[config.mk]
export PLATFORM = sky130hd
export DESIGN_NAME = string_cmp_sequencer
export DESIGN_NICKNAME = d
export VERILOG_FILES = /design/src/rtl/string_hw_pkg.sv /design/src/rtl/string_word_buffer.sv /design/src/rtl/string_cmp_sequencer.sv
export SDC_FILE = /design/constraint.sdc
export NUM_CORES = 1
export LEC_CHECK = 0
export BUFFER_PORTS_ARGS = -buffer_cell sky130_fd_sc_hd__buf_2
export CELL_PAD_IN_SITES_DETAIL_PLACEMENT = 1
export CELL_PAD_IN_SITES_GLOBAL_PLACEMENT = 1
export CORE_UTILIZATION = 45
export DETAILED_ROUTE_END_ITERATION = 7
export GPL_TIMING_DRIVEN = 0
export PLACE_DENSITY = 0.74
export SLEW_MARGIN = 30
export SYNTH_ARGS = -nofsm -noshare
export SYNTH_HDL_FRONTEND = slang
export SYNTH_HIERARCHICAL = 1
export SYNTH_SLANG_ARGS = --single-unit
[constraint.sdc]
create_clock -name clk -period 4.25 [get_ports clk]
set_input_delay 0.425 -clock clk [delete_from_list [all_inputs] [get_ports clk]]
set_output_delay 0.425 -clock clk [all_outputs]
set_load 0.005 [all_outputs]
[src/rtl/string_hw_pkg.sv]
// Shared types and register map for the string compare accelerator.
// Holds FSM states, compare codes, register addresses and bit positions.
package string_hw_pkg;

    typedef enum logic [1:0] {
        IDLE = 2'd0,
        RUN  = 2'd1,
        DONE = 2'd2
    } state_t;

    typedef enum logic [1:0] {
        CMP_EQ  = 2'b00,
        CMP_LT  = 2'b01,
        CMP_GT  = 2'b10,
        CMP_ERR = 2'b11
    } cmp_t;

    localparam logic [2:0] ADDR_A      = 3'd0;
    localparam logic [2:0] ADDR_B      = 3'd1;
    localparam logic [2:0] ADDR_CTRL   = 3'd2;
    localparam logic [2:0] ADDR_RESULT = 3'd3;

    localparam int CTRL_GO      = 0;
    localparam int CTRL_CLEAR   = 1;
    localparam int CTRL_IRQ_EN  = 2;
    localparam int CTRL_LEN_LSB = 8;

    localparam int ST_DONE      = 0;
    localparam int ST_BUSY      = 1;
    localparam int ST_OVF       = 2;
    localparam int ST_ERR       = 3;
    localparam int ST_IRQ_EN    = 4;
    localparam int ST_CNT_A_LSB = 8;
    localparam int ST_CNT_B_LSB = 16;

    localparam int RES_CMP_LSB  = 0;
    localparam int RES_IDX_LSB  = 8;

endpackage

[src/rtl/string_word_buffer.sv]
// Word buffer for one string: append-only push at count, byte readout.
// Ports: push_i/allow_i/clear_i/data_i in; ptr_i byte index; count_o, ovf_o, byte_o out.
module string_word_buffer #(
    parameter int DEPTH  = 16,
    parameter int DATA_W = 32,
    parameter int CNT_W  = $clog2(DEPTH) + 1,
    parameter int PTR_W  = $clog2(DEPTH * DATA_W / 8)
) (
    input  logic              clk,
    input  logic              reset_n,
    input  logic              push_i,
    input  logic              allow_i,
    input  logic              clear_i,
    input  logic [DATA_W-1:0] data_i,
    input  logic [PTR_W-1:0]  ptr_i,
    output logic [CNT_W-1:0]  count_o,
    output logic              ovf_o,
    output logic [7:0]        byte_o
);
    localparam int BPW    = DATA_W / 8;
    localparam int LANE_W = $clog2(BPW);
    localparam int IDX_W  = $clog2(DEPTH);

    logic [DATA_W-1:0] mem_q [DEPTH];
    logic [CNT_W-1:0]  count_q, count_d;
    logic              ovf_q, ovf_d;
    logic              accept;
    logic [DATA_W-1:0] word;
    logic [LANE_W-1:0] lane;

    assign accept = push_i && allow_i && !clear_i
                    && (count_q < CNT_W'(DEPTH));

    // A rejected push (busy or full) is dropped and flagged sticky.
    always_comb begin
        count_d = count_q;
        ovf_d   = ovf_q;
        if (clear_i) begin
            count_d = '0;
            ovf_d   = 1'b0;
        end else if (accept) begin
            count_d = count_q + CNT_W'(1);
        end else if (push_i) begin
            ovf_d = 1'b1;
        end
    end

    always_ff @(posedge clk or negedge reset_n) begin
        if (!reset_n) begin
            count_q <= '0;
            ovf_q   <= 1'b0;
        end else begin
            count_q <= count_d;
            ovf_q   <= ovf_d;
        end
    end

    always_ff @(posedge clk) begin
        if (accept) begin
            mem_q[count_q[IDX_W-1:0]] <= data_i;
        end
    end

    // Byte 0 of a word sits in the most significant lane.
    assign word = mem_q[ptr_i[PTR_W-1:LANE_W]];
    assign lane = ptr_i[LANE_W-1:0];

    always_comb begin
        byte_o = '0;
        for (int l = 0; l < BPW; l++) begin
            if (lane == LANE_W'(l)) begin
                byte_o = word[DATA_W-1-8*l -: 8];
            end
        end
    end

    assign count_o = count_q;
    assign ovf_o   = ovf_q;

endmodule

[src/rtl/string_cmp_sequencer.sv]
// Avalon-MM string compare accelerator: buffers A/B, byte-serial compare.
// Ports: clk, reset_n, chipselect, address, write, read, writedata, readdata, irq.
module string_cmp_sequencer
    import string_hw_pkg::*;
#(
    parameter int DEPTH  = 16,
    parameter int DATA_W = 32,
    parameter int LEN_W  = 7
) (
    input  logic              clk,
    input  logic              reset_n,
    input  logic              chipselect,
    input  logic [2:0]        address,
    input  logic              write,
    input  logic              read,
    input  logic [DATA_W-1:0] writedata,
    output logic [DATA_W-1:0] readdata,
    output logic              irq
);
    localparam int BPW   = DATA_W / 8;
    localparam int CNT_W = $clog2(DEPTH) + 1;
    localparam int PTR_W = $clog2(DEPTH * BPW);

    state_t            state_q, state_d;
    logic [PTR_W-1:0]  ptr_q, ptr_d;
    logic [LEN_W-1:0]  len_q, len_d;
    logic [LEN_W-1:0]  idx_q, idx_d;
    cmp_t              cmp_q, cmp_d;
    logic              err_q, err_d;
    logic              irq_en_q, irq_en_d;
    logic [DATA_W-1:0] readdata_q, rdata;

    logic              wr_en, rd_en, wr_a, wr_b, wr_ctrl;
    logic              go, clr, allow, last, done, busy;
    logic [LEN_W-1:0]  len_w;
    logic [CNT_W-1:0]  count_a, count_b, min_cnt;
    logic [LEN_W:0]    cap;
    logic              ovf_a, ovf_b;
    logic [7:0]        byte_a, byte_b;

    assign wr_en   = chipselect & write;
    assign rd_en   = chipselect & read & ~write;
    assign wr_a    = wr_en && (address == ADDR_A);
    assign wr_b    = wr_en && (address == ADDR_B);
    assign wr_ctrl = wr_en && (address == ADDR_CTRL);

    // Clear wins over go in the same control write.
    assign clr   = wr_ctrl & writedata[CTRL_CLEAR];
    assign go    = wr_ctrl & writedata[CTRL_GO] & ~writedata[CTRL_CLEAR];
    assign len_w = writedata[CTRL_LEN_LSB +: LEN_W];
    assign allow = (state_q != RUN);
    assign done  = (state_q == DONE);
    assign busy  = (state_q == RUN);

    assign min_cnt = (count_a < count_b) ? count_a : count_b;
    assign cap     = (LEN_W+1)'(min_cnt) * (LEN_W+1)'(BPW);
    assign last    = (LEN_W'(ptr_q) == len_q - LEN_W'(1));

    string_word_buffer #(
        .DEPTH  (DEPTH),
        .DATA_W (DATA_W),
        .CNT_W  (CNT_W),
        .PTR_W  (PTR_W)
    ) u_buf_a (
        .clk     (clk),
        .reset_n (reset_n),
        .push_i  (wr_a),
        .allow_i (allow),
        .clear_i (clr),
        .data_i  (writedata),
        .ptr_i   (ptr_q),
        .count_o (count_a),
        .ovf_o   (ovf_a),
        .byte_o  (byte_a)
    );

    string_word_buffer #(
        .DEPTH  (DEPTH),
        .DATA_W (DATA_W),
        .CNT_W  (CNT_W),
        .PTR_W  (PTR_W)
    ) u_buf_b (
        .clk     (clk),
        .reset_n (reset_n),
        .push_i  (wr_b),
        .allow_i (allow),
        .clear_i (clr),
        .data_i  (writedata),
        .ptr_i   (ptr_q),
        .count_o (count_b),
        .ovf_o   (ovf_b),
        .byte_o  (byte_b)
    );

    always_comb begin
        state_d  = state_q;
        ptr_d    = ptr_q;
        len_d    = len_q;
        idx_d    = idx_q;
        cmp_d    = cmp_q;
        err_d    = err_q;
        irq_en_d = wr_ctrl ? writedata[CTRL_IRQ_EN] : irq_en_q;

        if (clr) begin
            state_d = IDLE;
            ptr_d   = '0;
            idx_d   = '0;
            cmp_d   = CMP_EQ;
            err_d   = 1'b0;
        end else if (go && allow) begin
            len_d = len_w;
            ptr_d = '0;
            if ({1'b0, len_w} > cap) begin
                state_d = DONE;
                err_d   = 1'b1;
                cmp_d   = CMP_ERR;
                idx_d   = '0;
            end else if (len_w == '0) begin
                state_d = DONE;
                err_d   = 1'b0;
                cmp_d   = CMP_EQ;
                idx_d   = '0;
            end else begin
                state_d = RUN;
                err_d   = 1'b0;
            end
        end else if (state_q == RUN) begin
            if (byte_a != byte_b) begin
                state_d = DONE;
                cmp_d   = (byte_a < byte_b) ? CMP_LT : CMP_GT;
                idx_d   = LEN_W'(ptr_q);
            end else if (byte_a == 8'h00) begin
                state_d = DONE;
                cmp_d   = CMP_EQ;
                idx_d   = LEN_W'(ptr_q);
            end else if (last) begin
                state_d = DONE;
                cmp_d   = CMP_EQ;
                idx_d   = len_q;
            end else begin
                ptr_d = ptr_q + PTR_W'(1);
            end
        end
    end

    always_ff @(posedge clk or negedge reset_n) begin
        if (!reset_n) begin
            state_q  <= IDLE;
            ptr_q    <= '0;
            len_q    <= '0;
            idx_q    <= '0;
            cmp_q    <= CMP_EQ;
            err_q    <= 1'b0;
            irq_en_q <= 1'b0;
        end else begin
            state_q  <= state_d;
            ptr_q    <= ptr_d;
            len_q    <= len_d;
            idx_q    <= idx_d;
            cmp_q    <= cmp_d;
            err_q    <= err_d;
            irq_en_q <= irq_en_d;
        end
    end

    always_comb begin
        rdata = '0;
        case (address)
            ADDR_A: rdata = DATA_W'(count_a);
            ADDR_B: rdata = DATA_W'(count_b);
            ADDR_CTRL: begin
                rdata[ST_DONE]                 = done;
                rdata[ST_BUSY]                 = busy;
                rdata[ST_OVF]                  = ovf_a | ovf_b;
                rdata[ST_ERR]                  = err_q;
                rdata[ST_IRQ_EN]               = irq_en_q;
                rdata[ST_CNT_A_LSB +: CNT_W]   = count_a;
                rdata[ST_CNT_B_LSB +: CNT_W]   = count_b;
            end
            ADDR_RESULT: begin
                rdata[RES_CMP_LSB +: 2]     = cmp_q;
                rdata[RES_IDX_LSB +: LEN_W] = idx_q;
            end
            default: rdata = '0;
        endcase
    end

    always_ff @(posedge clk or negedge reset_n) begin
        if (!reset_n) begin
            readdata_q <= '0;
        end else if (rd_en) begin
            readdata_q <= rdata;
        end
    end

    assign readdata = readdata_q;
    assign irq      = done & irq_en_q;

endmodule

==> impl_metrics.json <==
{
  "power_uw": 25900,
  "layout.nets": 2480,
  "regToRegSetupSlack_ns": 0.04,
  "cpMaxStageDelayCell": "dfrtp_1",
  "cp-endpoint": "cmp_q[1]",
  "r2r-start": "ptr_q[5]",
  "rr_endpoint": "cmp_q[1]",
  "start_kind": "flop",
  "ys_seq_area_share_pct": 74.4,
  "grt_pass1_vias": 24700,
  "period_share_pct": 99.0,
  "required_ns": 4.81,
  "power.density_mw_per_mm2": 509,
  "min_path_type": "in2reg",
  "p_leak_uw": 0.0166,
  "root_buffer": "clkbuf_16",
  "drive_above_1_share_pct": 29.4,
  "viasPerCell": 6.23,
  "pwr-share-seq_pct": 46.1,
  "clk_pin_slew_ns": 0.07,
  "firstDrtPassIters": 5,
  "gp_congestion": 0.856,
  "rows": 113,
  "grt_max_degree": 56,
  "portBuffers": 57,
  "cp_max_fo": 10,
  "hold_depth": 4,
  "ys_seq_elements": 1079,
  "post-route-min-period_ns": 4.21,
  "dieArea_sq_mm": 0.0972,
  "ys_async_sr_fraction_pct": 5.10,
  "syn-mean-instance-area_sq_um": 20.1,
  "run_status": "finished, final reports clean",
  "route.detailed.drc": 0,
  "setup-tns-final_ns": 0,
  "drtIter0Drc": 2764,
  "startpoint": "ptr_q[5]",
  "clkLatencyLatePin_ns": 0.68,
  "ys.flop_type": "edfxtp_1",
  "switchingPower_uw": 7070,
  "clockBufferDepth": 3,
  "grt_usage_pct": 25.1,
  "cts_tree": "done",
  "core_sq_mm": 0.0950,
  "cp_num_buf_inv": 5,
  "pwr-share-clk_pct": 34.0,
  "drv_cap": 0,
  "clock_skew_ns": 0.0164,
  "worstSetupPathType": "reg2reg",
  "relSlewSlack_pct": 31.3,
  "yosys_warnings": 6,
  "area_delta_synth_final_pct": 17.8,
  "cp.depth": 15,
  "grt_antenna_before_repair": 4,
  "boundaryPins": 73,
  "drtAntennaViolNets": 0,
  "max_freq_mhz": 238,
  "post_drt_wl_per_cell_um": 32.4,
  "setup_ws_ns": 0.0408,
  "crit_top_cell": "buf_2",
  "grt_pass1_wl_um": 175000,
  "netlist_area_sq_mm": 0.0432,
  "hold_violations": 0,
  "overflow": 0,
  "critPathTopFamily": "compound AO/OA/AOI/OAI gates",
  "ff2ff_path_depth": 15,
  "die_height_um": 312,
  "start_util_pct": 45.5,
  "h-tree-depth": 3,
  "setup_violations": 0,
  "synth_cells": 2149,
  "drv_slew": 0,
  "worstMarginPinSlew_ns": 1.03,
  "dp_hpwl_um": 80800,
  "wl_um": 122000,
  "cts_buffers": 101,
  "worst_ep_arrival_time_ns": 4.77,
  "synth_edf_count": 1024,
  "vdd_drop_max_uv": 333,
  "cts_sinks": 1079,
  "p_int_uw": 18800,
  "vias": 23400,
  "path_cells": "buf_2 > buf_2 > nor2_1 > a22oi_2 > a21oi_1 > a311oi_2 > inv_1 > ha_4 > nand4_4 > a211oi_4 > buf_6 > o21ai_1 > o32ai_2 > buf_4 > mux2_1",
  "synthDistinctLibCells": 83,
  "cpPeakStageDelay_ns": 0.56,
  "dieWidth_um": 312,
  "p_comb_share_pct": 19.9,
  "swShare_pct": 27.3,
  "cp-end-kind": "flop",
  "place_ws_ns": -1.49
}
## power by group through the flow
stage               clock [uW]  sequential, uW  combinational, uW
finish                    8790           11900               5140
global route              9240           11900               5360
CTS                       8900           11900               4900
detailed placement           0           12200               4620
global placement             0           12100               4390
floorplan                    0           12100               2990
## kinds of logic after synthesis
logic type                 count (synthesis)  synth area share, %
muxes                                    401                 15.2
buffers and inverters                    154                 2.34
AOI/OAI and AO/OA                        216                 3.80
other                                      1              0.00868
and+or+nand+nor                          256                 3.18
DFF                                     1079                 74.4
xor gates and xnor gates                  15                0.304
adders and majority gates                 27                0.782
## Yosys cell counts (all sizes together) (12+ instances only)
cell type / instances / area (sq um)
a21oi: 26 / 134
a221oi: 18 / 164
a22o: 18 / 158
a22oi: 49 / 368
a31oi: 12 / 75.1
buf: 86 / 754
clkbuf: 35 / 131
dfrtp: 55 / 1380
edfxtp: 1024 / 30700
ha: 27 / 338
inv: 33 / 124
mux2: 22 / 248
mux2i: 179 / 1790
mux4: 200 / 4520
nand2: 61 / 229
nand3: 23 / 115
nand4: 17 / 113
nor2: 61 / 229
nor2b: 19 / 126
nor3: 15 / 75.1
o21ai: 22 / 110
## state kept, by name, indices dropped and copies added (netlist names)
register         cells
cmp_q                2
err_q                1
idx_q                7
irq_en_q             1
len_q                7
ptr_q                6
readdata            17
state_q              2
u_buf_a/count_o      5
u_buf_a/mem_q      512
u_buf_a/ovf_o        1
u_buf_b/count_o      5
u_buf_b/mem_q      512
u_buf_b/ovf_o        1
## per-layer routing
layer  vias to the layer above  share of wire [%]  GRT usage (%)  wire [um]
met5                         -              0.022              0         27
li1                       9389                  -              -          -
met3                       214                8.8           4.01      10700
met4                         4                2.7           7.87       3280
met1                     12400                 39           33.9      47200
met2                      1392                 50           41.7      60700
## what timing repair did
action,4_1_cts,5_1_grt
resized for setup,125,45
hold buffers,1,0
hold endpoints to repair,55,0
buffers inserted,7,5
gates cloned,0,1
endpoints found under the setup margin,17,17
pin swaps,8,16
## layout make-up
class                   count  area (sq um)
diodes                      1          2.50
clock buffers             121          2650
clock inverters            64           519
flip-flops and latches   1079         32100
multi-input cells         930         10700
well taps                1265          1580
plain buffers             118          1120
fillers                  8448         44100
repair buffers            150          2010
inverters                  33           124
## how the worst min path moves through the flow
stage	startpoint	endpoint	slack (ns)
2_1_floorplan	reset_n	cmp_q[0]	0.13
3_3_place_gp	readdata[10]	readdata[10]	0.48
5_1_grt	address[2]	u_buf_b/ovf_o	0.26
3_5_place_dp	readdata[8]	readdata[8]	0.49
6_report	address[2]	u_buf_b/ovf_o	0.25
4_1_cts	address[2]	u_buf_b/ovf_o	0.18
## layout by cell type, fill, tap and decap left out, types with 8 or more instances in the layout
cell	Yosys	final
a21oi_1	25	23
a221oi_1	17	12
a22o_1	18	18
a22oi_1	49	45
buf_12	6	12
buf_16	0	46
buf_2	27	65
buf_4	23	59
buf_6	18	38
buf_8	7	14
clkbuf_1	35	29
clkbuf_16	0	104
clkbuf_2	0	11
clkinv_1	0	19
clkinv_2	0	22
conb_1	1	15
dfrtp_1	55	50
edfxtp_1	1024	1024
ha_1	27	23
inv_1	30	30
mux2_2	19	19
mux2i_1	179	176
mux4_2	195	195
nand2_1	61	61
nand3_1	23	23
nand4_1	16	16
nor2_1	61	32
nor2_4	0	28
nor2b_1	18	12
nor3_4	0	8
o21ai_0	18	15
xor2_1	9	9
## tightest hold or removal path, stage by stage
cell and delay (ns):
buf_2 0.19, nor4b_1 0.10, a21oi_1 0.13, nor2_1 0.05
## metrics by stage
stage | cell area, sq um | hold slack, ns | cells | util (%)
floorplan | 43300 | 0.129 | 2163 | -
global placement | 45100 | 0.483 | 3485 | 47.5
detailed placement | 47000 | 0.490 | 3564 | 49.4
CTS | 50600 | 0.181 | 3754 | 53.3
global route | 50900 | 0.264 | 3760 | 53.5
finish | 50900 | 0.253 | 3761 | 53.5
No activity file was read; power rests on OpenSTA's default activity.
